$ cat src/rtl/bus_pkg.sv
// ---------------------------------------------------------------------------
// bus_pkg
// Definitions shared by the bus arbiter, the bus slaves and the copy master:
// default bus widths and the copy-master state encoding.
// ---------------------------------------------------------------------------
package bus_pkg;

    localparam int BUS_ADDR_W = 16;
    localparam int BUS_DATA_W = 32;
    localparam int BUS_LEN_W  = 8;

    localparam logic [2:0] ST_IDLE_ENC    = 3'd0;
    localparam logic [2:0] ST_REQ_ENC     = 3'd1;
    localparam logic [2:0] ST_RD_ADDR_ENC = 3'd2;
    localparam logic [2:0] ST_RD_DATA_ENC = 3'd3;
    localparam logic [2:0] ST_WR_ENC      = 3'd4;
    localparam logic [2:0] ST_DONE_ENC    = 3'd5;

    typedef enum logic [2:0] {
        ST_IDLE    = ST_IDLE_ENC,
        ST_REQ     = ST_REQ_ENC,
        ST_RD_ADDR = ST_RD_ADDR_ENC,
        ST_RD_DATA = ST_RD_DATA_ENC,
        ST_WR      = ST_WR_ENC,
        ST_DONE    = ST_DONE_ENC
    } copy_state_t;

endpackage

$ cat src/rtl/copy_addr_gen.sv
// ---------------------------------------------------------------------------
// copy_addr_gen
// Holds the latched copy command (source base, destination base, length)
// and the index of the word currently being copied. Produces the read and
// write addresses for that word and flags the last word of the burst.
// Address arithmetic wraps modulo 2^ADDR_W.
//
// Ports
//   clk, reset_n    clock, asynchronous active-low reset
//   load            latch src_addr/dst_addr/len and clear the index
//   advance         current word has been written; step to the next word
//   src_addr        first source word address of the command
//   dst_addr        first destination word address of the command
//   len             number of words in the command
//   rd_addr         source address of the current word
//   rd_addr_next    source address of the following word
//   wr_addr         destination address of the current word
//   last            current word is the final word of the burst
// ---------------------------------------------------------------------------
module copy_addr_gen
    import bus_pkg::*;
#(
    parameter int ADDR_W = BUS_ADDR_W,
    parameter int LEN_W  = BUS_LEN_W
) (
    input  logic              clk,
    input  logic              reset_n,
    input  logic              load,
    input  logic              advance,
    input  logic [ADDR_W-1:0] src_addr,
    input  logic [ADDR_W-1:0] dst_addr,
    input  logic [LEN_W-1:0]  len,
    output logic [ADDR_W-1:0] rd_addr,
    output logic [ADDR_W-1:0] rd_addr_next,
    output logic [ADDR_W-1:0] wr_addr,
    output logic              last
);

    logic [ADDR_W-1:0] src_q;
    logic [ADDR_W-1:0] dst_q;
    logic [LEN_W-1:0]  len_q;
    logic [LEN_W-1:0]  index;
    logic [ADDR_W-1:0] index_addr;

    always_ff @(posedge clk or negedge reset_n) begin
        if (!reset_n) begin
            src_q <= '0;
            dst_q <= '0;
            len_q <= '0;
            index <= '0;
        end else if (load) begin
            src_q <= src_addr;
            dst_q <= dst_addr;
            len_q <= len;
            index <= '0;
        end else if (advance) begin
            index <= index + LEN_W'(1);
        end
    end

    assign index_addr   = ADDR_W'(index);
    assign rd_addr      = src_q + index_addr;
    assign rd_addr_next = src_q + index_addr + ADDR_W'(1);
    assign wr_addr      = dst_q + index_addr;
    assign last         = ((index + LEN_W'(1)) == len_q);

endmodule

$ cat src/rtl/bus_copy_master.sv
// ---------------------------------------------------------------------------
// bus_copy_master
// Bus master that copies len words from src_addr.. to dst_addr.. over the
// shared req/grant bus. Each word costs three granted cycles: read address,
// read data, write. Words are copied in ascending order with no overlap
// protection; addresses wrap modulo 2^ADDR_W.
//
// Bus handshake: m_req is held high from REQ through the last WR of the
// burst. The arbiter answers with m_grant one clock after m_req. A bus
// cycle only counts when m_grant is high in that cycle; if grant is lost
// the current word is restarted from its read once grant returns, and
// m_wr is gated so a write is never presented while ungranted. Read data
// on m_din is valid the cycle after the read address is presented.
//
// Ports
//   clk, reset_n            clock, asynchronous active-low reset
//   start                   command pulse, accepted only in IDLE
//   src_addr/dst_addr/len   command fields, latched on an accepted start
//   busy                    command in progress (REQ..WR)
//   done                    one-cycle completion pulse
//   m_req, m_grant          bus request / grant
//   m_wr, m_addr, m_dout    bus cycle type, address, write data
//   m_din                   bus read data
//   dbg_state               current FSM state encoding
// ---------------------------------------------------------------------------
module bus_copy_master
    import bus_pkg::*;
#(
    parameter int ADDR_W = BUS_ADDR_W,
    parameter int DATA_W = BUS_DATA_W,
    parameter int LEN_W  = BUS_LEN_W
) (
    input  logic              clk,
    input  logic              reset_n,
    input  logic              start,
    input  logic [ADDR_W-1:0] src_addr,
    input  logic [ADDR_W-1:0] dst_addr,
    input  logic [LEN_W-1:0]  len,
    output logic              busy,
    output logic              done,
    output logic              m_req,
    input  logic              m_grant,
    output logic              m_wr,
    output logic [ADDR_W-1:0] m_addr,
    output logic [DATA_W-1:0] m_dout,
    input  logic [DATA_W-1:0] m_din,
    output logic [2:0]        dbg_state
);

    copy_state_t       state, state_next;
    logic              busy_next, done_next, req_next, wr_q, wr_next;
    logic [ADDR_W-1:0] addr_next;
    logic [DATA_W-1:0] word_buf, buf_next;
    logic              load, advance;
    logic [ADDR_W-1:0] rd_addr, rd_addr_next, wr_addr;
    logic              last;

    copy_addr_gen #(
        .ADDR_W (ADDR_W),
        .LEN_W  (LEN_W)
    ) u_addr_gen (
        .clk          (clk),
        .reset_n      (reset_n),
        .load         (load),
        .advance      (advance),
        .src_addr     (src_addr),
        .dst_addr     (dst_addr),
        .len          (len),
        .rd_addr      (rd_addr),
        .rd_addr_next (rd_addr_next),
        .wr_addr      (wr_addr),
        .last         (last)
    );

    // State and all outputs are registered together; the output values are
    // decoded from the next state so they line up with the state they belong to.
    always_ff @(posedge clk or negedge reset_n) begin
        if (!reset_n) begin
            state    <= ST_IDLE;
            busy     <= 1'b0;
            done     <= 1'b0;
            m_req    <= 1'b0;
            wr_q     <= 1'b0;
            m_addr   <= '0;
            word_buf <= '0;
        end else begin
            state    <= state_next;
            busy     <= busy_next;
            done     <= done_next;
            m_req    <= req_next;
            wr_q     <= wr_next;
            m_addr   <= addr_next;
            word_buf <= buf_next;
        end
    end

    always_comb begin
        state_next = state;
        addr_next  = m_addr;
        buf_next   = word_buf;
        load       = 1'b0;
        advance    = 1'b0;
        case (state)
            ST_IDLE: begin
                if (start) begin
                    if (len != '0) begin
                        load       = 1'b1;
                        state_next = ST_REQ;
                    end else begin
                        state_next = ST_DONE;
                    end
                end
            end
            ST_REQ: begin
                if (m_grant) begin
                    state_next = ST_RD_ADDR;
                    addr_next  = rd_addr;
                end
            end
            ST_RD_ADDR: begin
                state_next = m_grant ? ST_RD_DATA : ST_REQ;
            end
            ST_RD_DATA: begin
                if (!m_grant) begin
                    state_next = ST_REQ;
                end else begin
                    state_next = ST_WR;
                    addr_next  = wr_addr;
                    buf_next   = m_din;
                end
            end
            ST_WR: begin
                // An ungranted write did not happen: keep the index so the
                // word is re-read and written again after regrant.
                if (!m_grant) begin
                    state_next = ST_REQ;
                end else begin
                    advance = 1'b1;
                    if (last) begin
                        state_next = ST_DONE;
                    end else begin
                        state_next = ST_RD_ADDR;
                        addr_next  = rd_addr_next;
                    end
                end
            end
            ST_DONE: begin
                state_next = ST_IDLE;
            end
            default: begin
                state_next = ST_IDLE;
            end
        endcase
    end

    always_comb begin
        busy_next = 1'b0;
        done_next = 1'b0;
        req_next  = 1'b0;
        wr_next   = 1'b0;
        case (state_next)
            ST_REQ, ST_RD_ADDR, ST_RD_DATA: begin
                busy_next = 1'b1;
                req_next  = 1'b1;
            end
            ST_WR: begin
                busy_next = 1'b1;
                req_next  = 1'b1;
                wr_next   = 1'b1;
            end
            ST_DONE: begin
                done_next = 1'b1;
            end
            default: begin
                busy_next = 1'b0;
            end
        endcase
    end

    // Grant can drop in the middle of a WR cycle; the write strobe must
    // follow it immediately.
    assign m_wr      = wr_q & m_grant;
    assign m_dout    = word_buf;
    assign dbg_state = state;

endmodule
$ cat config.mk
export PLATFORM = sky130hd
export DESIGN_NAME = bus_copy_master
export DESIGN_NICKNAME = d
export VERILOG_FILES = /design/src/rtl/bus_pkg.sv /design/src/rtl/copy_addr_gen.sv /design/src/rtl/bus_copy_master.sv
export SDC_FILE = /design/constraint.sdc
export NUM_CORES = 1
export LEC_CHECK = 0
export BUFFER_PORTS_ARGS = -buffer_cell sky130_fd_sc_hd__buf_4
export CORE_MARGIN = 2
export CORE_UTILIZATION = 50
export DETAILED_ROUTE_END_ITERATION = 7
export GPL_TIMING_DRIVEN = 0
export PLACE_DENSITY = 0.84
export SLEW_MARGIN = 25
export SYNTH_ARGS = -nofsm -noshare
export SYNTH_HDL_FRONTEND = slang
export SYNTH_SLANG_ARGS = --single-unit
$ cat constraint.sdc
create_clock -name clk -period 3.2 [get_ports clk]
set_input_delay 0.32 -clock clk [delete_from_list [all_inputs] [get_ports clk]]
set_output_delay 0.32 -clock clk [all_outputs]
set_load 0.01 [all_outputs]
==> results of run 1 <==
==> cells in the mapped netlist, types with 8 or more instances <==
master	instances	share of area
xnor2_1	25	0.037
inv_1	8	0.0051
nor3_1	11	0.0094
nor2_1	33	0.021
o22ai_1	9	0.0096
o21ai_0	34	0.029
xor2_1	19	0.028
ha_1	18	0.038
clkbuf_1	21	0.013
nand3_1	18	0.015
dfrtp_1	102	0.43
mux2_2	71	0.14
nand2_1	40	0.026
a21oi_1	24	0.020
==> per-layer routing <==
layer | global-route usage | vias to the layer above
met2 | 0.448 | 248
met4 | 0.0967 | 0
li1 | - | 2383
met3 | 0.0724 | 41
met1 | 0.330 | 2562
met5 | 0 | -
==> power groups by stage <==
| stage | Combinational (mW) | Clock (mW) | Sequential (mW) |
|---|---|---|---|
| after floorplan | 1.99 | 0 | 2.41 |
| after global placement | 3.14 | 0 | 2.34 |
| after detailed placement | 3.26 | 0 | 2.39 |
| after CTS | 3.34 | 1.21 | 2.37 |
| after global routing | 3.67 | 1.26 | 2.44 |
| final | 3.40 | 1.19 | 2.37 |
==> how the worst min path moves through the flow <==
stage                           from                   end  cells after the start
final                        reset_n             m_addr[8]                      1
after global routing         reset_n  u_addr_gen.src_q[11]                      1
after CTS                    reset_n  u_addr_gen.src_q[12]                      1
after detailed placement  m_addr[11]            m_addr[11]                      2
after global placement     m_addr[9]             m_addr[9]                      2
after floorplan              reset_n          dbg_state[0]                      0
==> registers in the layout, indices dropped and copies added, names as in the netlist <==
signal,count
u_addr_gen.len_q,8
m_req,1
done,1
u_addr_gen.index,8
u_addr_gen.src_q,16
wr_q,1
m_addr,16
m_dout,32
u_addr_gen.dst_q,16
dbg_state,3
==> timing repair <==
action / in CTS / in global routing
gates cloned: 0 / 0
gates resized for setup: 8 / 10
setup endpoints to repair: 9 / 11
hold buffers: 0 / 0
pin swaps: 4 / 7
buffers inserted: 4 / 4
==> layout make-up <==
cell class	instances	area share
Buffer	28	0.0161
Clock buffer	9	0.0298
Multi-Input combinational cell	426	0.437
Timing Repair Buffer	138	0.138
Sequential cell	102	0.338
Inverter	8	0.00397
Clock inverter	7	0.0136
Tap cell	143	0.0237
==> through the flow <==
| stage | TNS (ns) | total power [mW] | setup WS [ns] | cells |
|---|---|---|---|---|
| detailed placement | -1.45 | 5.65 | -0.292 | 837 |
| global placement | -1.13 | 5.48 | -0.273 | 837 |
| floorplan | -0.0430 | 4.40 | -0.0244 | 564 |
| finish | -0.322 | 6.96 | -0.116 | 861 |
| global route | -0.927 | 7.37 | -0.225 | 861 |
| CTS | -0.202 | 6.91 | -0.0922 | 857 |
==> worst max-delay path: stages, from the launching register on <==
cell	delay [ns]
dfrtp_2	0.45
ha_4	0.18
fa_2	0.36
a211oi_4	0.27
nor3b_2	0.09
or4_4	0.57
or4_4	0.56
a211oi_4	0.21
nor4b_4	0.24
xnor2_1	0.18
o21ai_1	0.08
==> logic make-up after synthesis <==
kind of cell / count (synthesis) / share of synthesized area
compound gates: 140 / 0.160
xor+xnor: 44 / 0.0656
fa+ha+maj: 20 / 0.0452
buf+inv: 36 / 0.0253
flops: 102 / 0.435
mux: 71 / 0.136
simple gates: 151 / 0.133
==> reports/qor.yml, run 1 <==
internal-power_mw: 4.18
end_kind: "flop"
core-area_sq_um: 11400
stdcell_area_sq_um: 7560
sw_frac_of_total: 0.398
ir_worst_vdd_v: 0.000633
post-route-period-util: 1.04
hold_viol_final: 0
routed_wl_mm: 16.5
power_frac_seq: 0.340
die_x_um: 112
grt_pass1_wl_mm: 26.6
antenna_found_initial: 0
worst_pin_slew_ns: 0.962
regArea_sq_um: 2550
rows: 39
share_comb_of_total_power: 0.488
final_layout_size_suffix_gt1_frac: 0.362
slew-limit-headroom: 0.354
fillers: 908
dpl_cell_area_sq_um: 7080
firstDrtPassIters: 5
path_class: "flop to flop"
power.density_nw_per_um2: 921
rsz0062_at_grt: "true"
setup_slack_ns: -0.116
reg2reg_slack_ns: -0.12
pwr-share-clk: 0.171
reg2regPathDepth: 10
worstPathArrival_ns: 3.56
viasPerCell: 6.08
syn_to_final_growth_pct: 28.6
max_freq_mhz: 302
failed_checks: "setup timing"
drv_slew: 0
holdCritPathClass: "input pin to asynchronous set/reset pin"
synth_cell_type_count: 67
globalRouteOverflowTotal: 0
avgRoutedWirePerCell_um: 19.2
synth_area_sq_um: 5870
skew_ns: 0.0129
cts_made_buffers: 9
synthesis.nets: 660
crit_fanout: 5
fin_util: 0.662
synth_edf_count: 0
route.detailed.drc: 0
wl_met3_mm: 1.42
ys_seq_area_frac: 0.435
setup_viol: 4
gp_congestion: 0.925
synth.avg_cell_area_sq_um: 10.4
worstSkewPairLatency_ns: 0.36
grt_max_degree: 103
cp-start-kind: "flop"
port_buffers: 130
top_layer_used: "met4"
cap_violations: 0
io_pins: 131
drt-met1-wl_mm: 6.44
drt_iter0_markers: 365
h-tree-depth: 3
min_period_ns: 3.32
dpl.hpwl_mm: 12.2
nNetsFinal: 809
r2r-end: "m_addr[14]"
cp-endpoint: "m_addr[14]"
diodes: 0
die_h_um: 112
status: "finished, violations left"
cts.sinks: 102
p_sw_mw: 2.77
initial_core_util: 0.514
cp.required_ns: 3.45
leakagePower_nw: 3.25
ys_warn_count: 0
worstReg2RegStart: "u_addr_gen.index[0]"
route.met2.wl_mm: 8.21
cts_tree: "done"
vias: 5234
grt_pass1_vias: 5290
cts.path.max_buffers: 2
critPathLaunch: "u_addr_gen.index[0]"
ys_ff_latch: 102
die-area_sq_um: 12600
final_antenna_net_count: 0
final_common_cell: "buf_4"
synthFlopType: "dfrtp_1"
hold_slack_ns: 0.0570
multiInputGateArea_sq_um: 3300
grt_use_total: 0.266
cts-root-buf: "clkbuf_16"
layout_common_cells: "140 x buf_4, 100 x dfrtp_1, 71 x mux2_2"
clkTransAtPathRegs_ns: 0.08
async_flop_share: 1.00
syn_inst: 564
Note: power is estimated with default switching activity, not from simulation.
==> inputs of run 2 (changes only) <==
- CORE_UTILIZATION: 50 -> 55
- PLACE_DENSITY: 0.84 -> 0.88
- clock period: 3.2 -> 3.1 ns (I/O delays scaled with it)
==> reports/qor.yml, run 2 (synthesis gave the netlist of run 1 again) <==
globalRouteOverflowTotal: 0
grt_max_degree: 103
avgRoutedWirePerCell_um: 19.1
worst_pin_slew_ns: 0.923
cts_made_buffers: 9
drt_iter0_markers: 366
hold_slack_ns: 0.0000490
grt_pass1_wl_mm: 26.1
setup_slack_ns: -0.273
leakagePower_nw: 3.22
status: "finished, violations left"
nNetsFinal: 812
fillers: 723
regArea_sq_um: 2550
layout.cells.non_filler: 857
hold_viol_final: 0
ir_worst_vdd_v: 0.000618
dpl.hpwl_mm: 11.9
port_buffers: 130
largest_register_ffs: 32
antenna_found_initial: 0
cp.required_ns: 3.43
drv_slew: 0
final_common_cell: "buf_4"
h-tree-depth: 3
grt_use_total: 0.293
core-area_sq_um: 10400
min_period_ns: 3.37
power.density_nw_per_um2: 911
vias: 5189
post-route-period-util: 1.09
setup_viol: 8
crit_fanout: 4
gp_congestion: 0.952
syn_to_final_growth_pct: 27.5
layout_common_cells: "144 x buf_4, 100 x dfrtp_1, 71 x mux2_2"
ctsHoldBuffers: 0
worstSkewPairLatency_ns: 0.40
grt_pass1_vias: 5317
final_layout_size_suffix_gt1_frac: 0.373
die_x_um: 107
path_class: "flop to flop"
clkTransAtPathRegs_ns: 0.10
routed_wl_mm: 16.3
holdCritPathClass: "input pin to asynchronous set/reset pin"
die_h_um: 107
slew-limit-headroom: 0.385
cts_tree: "done"
rows: 37
multiInputGateArea_sq_um: 3350
cts-root-buf: "clkbuf_8"
cp-start-kind: "flop"
finalPower_mw: 6.82
dp.cells: 830
cts.sinks: 102
io_pins: 131
diodes: 0
end_kind: "flop"
cap_violations: 0
initial_core_util: 0.566
fin_util: 0.722
failed_checks: "setup timing"
rsz0062_at_grt: "true"
cts.path.max_buffers: 2
route.detailed.drc: 0
max_freq_mhz: 296
worstPathArrival_ns: 3.70
viasPerCell: 6.05
firstDrtPassIters: 5
skew_ns: 0.0154
final_antenna_net_count: 0
die-area_sq_um: 11500
==> run 2: per-stage QoR <==
step                      setup TNS, ns  setup slack (ns)  instance area [sq um]
final                             -1.44            -0.273                   7490
after global routing              -2.12            -0.318                   7490
after CTS                        -0.679            -0.201                   7360
after detailed placement          -2.55            -0.433                   7070
after global placement            -1.62            -0.319                   7060
after floorplan                  -0.310            -0.124                   5920
==> run 2: critical path, stage by stage, from the launching register on <==
cell and delay [ns]:
dfrtp_1 0.45, ha_1 0.42, a211oi_4 0.10, buf_4 0.15, o21ba_2 0.21, or4_4 0.55
or4_4 0.57, buf_6 0.15, a2111oi_4 0.32, xnor2_1 0.17, nand2_1 0.08, a21oi_1 0.12
==> run 2: layout make-up <==
type                    instances  area share
inverters                       8     0.00401
plain buffers                  26      0.0150
clock inverters                 5     0.00535
clock buffers                  11      0.0202
well taps                     136      0.0227
repair buffers                143       0.144
flip-flops and latches        102       0.341
multi-input cells             426       0.447
==> run 2: layer usage <==
metal  vias to the layer above  track usage  routed length, um
li1                       2386            -                  -
met1                      2502        0.355               6380
met2                       256        0.491               8050
met3                        45       0.0763               1390
met4                         0        0.134                512
met5                         -            0                  0
==> run 2: worst paths after layout <==
kind,cells past startpoint,start,slack (ns),endpoint
setup reg to reg,11,u_addr_gen.index[2],-0.27,m_addr[10]
hold / removal,1,reset_n,0.00005,dbg_state[2]
setup / recovery,11,u_addr_gen.index[2],-0.27,m_addr[10]
min in group clk,3,src_addr[8],0.12,u_addr_gen.src_q[8]
hold reg to reg,2,m_addr[11],0.50,m_addr[11]
max in group asynchronous,1,reset_n,2.41,u_addr_gen.index[1]
==> run 2: what timing repair did <==
item                                    CTS  global route
setup buffers                             6             7
endpoints found under the setup margin   11            12
resized for setup                        10            14
pin swaps                                 5             9
==> run 2: where the power goes <==
group	switching, mW	internal [mW]	total, mW
sequential	0.483	1.95	2.43
combinational	1.82	1.74	3.56
clock	0.484	0.343	0.827
total	2.79	4.03	6.82
==> inputs of run 3 (changes only) <==
- CAP_MARGIN: not set -> 20
- CELL_PAD_IN_SITES_DETAIL_PLACEMENT: not set -> 0
- CELL_PAD_IN_SITES_GLOBAL_PLACEMENT: not set -> 1
- CORE_UTILIZATION: 55 -> 42
- PLACE_DENSITY: 0.88 -> 0.87
==> reports/qor.yml, run 3 (synthesis gave the netlist of run 1 again) <==
post-route-period-util: 1.05
finalPower_mw: 7.14
largest_register_ffs: 32
tns_ns: -0.705
hold_viol_final: 0
final_layout_size_suffix_gt1_frac: 0.366
grt_pass1_wl_mm: 25.0
route.detailed.drc: 0
syn_to_final_growth_pct: 30.3
die_x_um: 122
min_period_ns: 3.25
slew-limit-headroom: 0.271
r2r-end: "m_addr[14]"
final_antenna_net_count: 0
gp_congestion: 0.892
max_freq_mhz: 308
critPathLaunch: "u_addr_gen.index[0]"
die-area_sq_um: 14900
share_comb_of_total_power: 0.492
worstPathArrival_ns: 3.49
cp.required_ns: 3.35
cts.sinks: 102
p_sw_mw: 2.80
worstSkewPairLatency_ns: 0.37
slowest_delay_ns: 0.56
diodes: 0
viasPerCell: 5.64
cts.path.max_buffers: 2
failed_checks: "setup timing"
grt_use_total: 0.216
initial_core_util: 0.427
reg2regPathDepth: 10
firstDrtPassIters: 6
setup_slack_ns: -0.147
hold_slack_ns: 0.150
ir_worst_vdd_v: 0.000524
drt_iter0_markers: 380
rsz0062_at_grt: "true"
h-tree-depth: 3
status: "finished, violations left"
worstReg2RegStart: "u_addr_gen.index[0]"
cp-endpoint: "m_addr[14]"
path_cells: "ha_4, fa_2, a211oi_4, nor3b_2, or4_4, or4_4, a211oi_4, nor4b_4, xnor2_1, o21ai_1"
grt_pass1_vias: 4970
avgRoutedWirePerCell_um: 17.6
routed_wl_mm: 15.9
clkTransAtPathRegs_ns: 0.08
antenna_found_initial: 0
die_h_um: 122
setup_viol: 7
fin_util: 0.556
cts_tree: "done"
nNetsFinal: 812
cp_slowest_cell: "or4_4"
final_common_cell: "buf_4"
crit_fanout: 3
cap_violations: 0
fillers: 1245
leakagePower_nw: 3.27
internal-power_mw: 4.34
reg2reg_slack_ns: -0.15
power.density_nw_per_um2: 933
core-area_sq_um: 13800
place_ws_ns: -0.396
vias: 5086
port_buffers: 130
rows: 43
holdCritPathClass: "input pin to flop"
globalRouteOverflowTotal: 0
worst_pin_slew_ns: 1.09
end_kind: "flop"
drv_slew: 0
power_frac_seq: 0.340
skew_ns: 0.0117
cts-root-buf: "clkbuf_16"
path_class: "flop to flop"
cts_made_buffers: 9
dpl.hpwl_mm: 11.9
cp-start-kind: "flop"
sw_frac_of_total: 0.392
layout_common_cells: "142 x buf_4, 100 x dfrtp_1, 71 x mux2_2"
pwr-share-clk: 0.168
io_pins: 131
grt_max_degree: 103
-- run 3: stage by stage --
step,cells,instance area [sq um]
CTS,893,7500
global placement,874,7120
global route,901,7650
finish,901,7650
detailed placement,874,7120
floorplan,564,5920
-- run 3: routing by layer --
metal,up-vias,part of all wire,global-route usage
met3,41,0.077,0.0637
li1,2397,-,-
met4,0,0.031,0.0833
met5,-,0,0
met2,201,0.47,0.343
met1,2447,0.42,0.277
-- run 3: worst min-delay path by stage --
stage / from / endpoint / slack, ns / cells past startpoint
after global routing: src_addr[8] / u_addr_gen.src_q[8] / 0.16 / 3
after floorplan: reset_n / dbg_state[0] / 0.01 / 0
after detailed placement: m_addr[5] / m_addr[5] / 0.48 / 2
after CTS: reset_n / u_addr_gen.src_q[10] / 0.11 / 1
after global placement: m_addr[9] / m_addr[9] / 0.48 / 2
final: src_addr[11] / u_addr_gen.src_q[11] / 0.15 / 3
-- run 3: cell type report --
class | count | area (sq um) | area share
clock buffer | 9 | 225 | 0.0294
inverter | 8 | 30.0 | 0.00392
buffer | 26 | 113 | 0.0147
sequential | 102 | 2550 | 0.334
tap | 180 | 225 | 0.0294
multi-input combinational | 426 | 3310 | 0.433
timing repair buffer | 143 | 1100 | 0.144
clock inverter | 7 | 88.8 | 0.0116
-- run 3: power by group through the flow --
| stage | clock [mW] | combinational (mW) | sequential [mW] |
|---|---|---|---|
| 6_report | 1.20 | 3.51 | 2.43 |
| 4_1_cts | 1.23 | 3.43 | 2.42 |
| 5_1_grt | 1.28 | 3.82 | 2.51 |
| 3_5_place_dp | 0 | 3.36 | 2.45 |
| 2_1_floorplan | 0 | 2.05 | 2.49 |
| 3_3_place_gp | 0 | 3.26 | 2.42 |
-- run 3: critical path: cells and delay by family, from the launching register on --
kind            cells  cell delay (ns)
simple gates        4             1.44
compound gates      3             0.54
flops               1             0.44
fa+ha+maj           2             0.53
xor+xnor            1             0.16
-- run 3: repair_timing --
item | in CTS | in global routing
gates resized for setup | 6 | 13
pin swaps | 4 | 10
hold buffers | 0 | 1
hold endpoints to repair | 0 | 30
buffers inserted | 5 | 6
endpoints found under the setup margin | 9 | 12
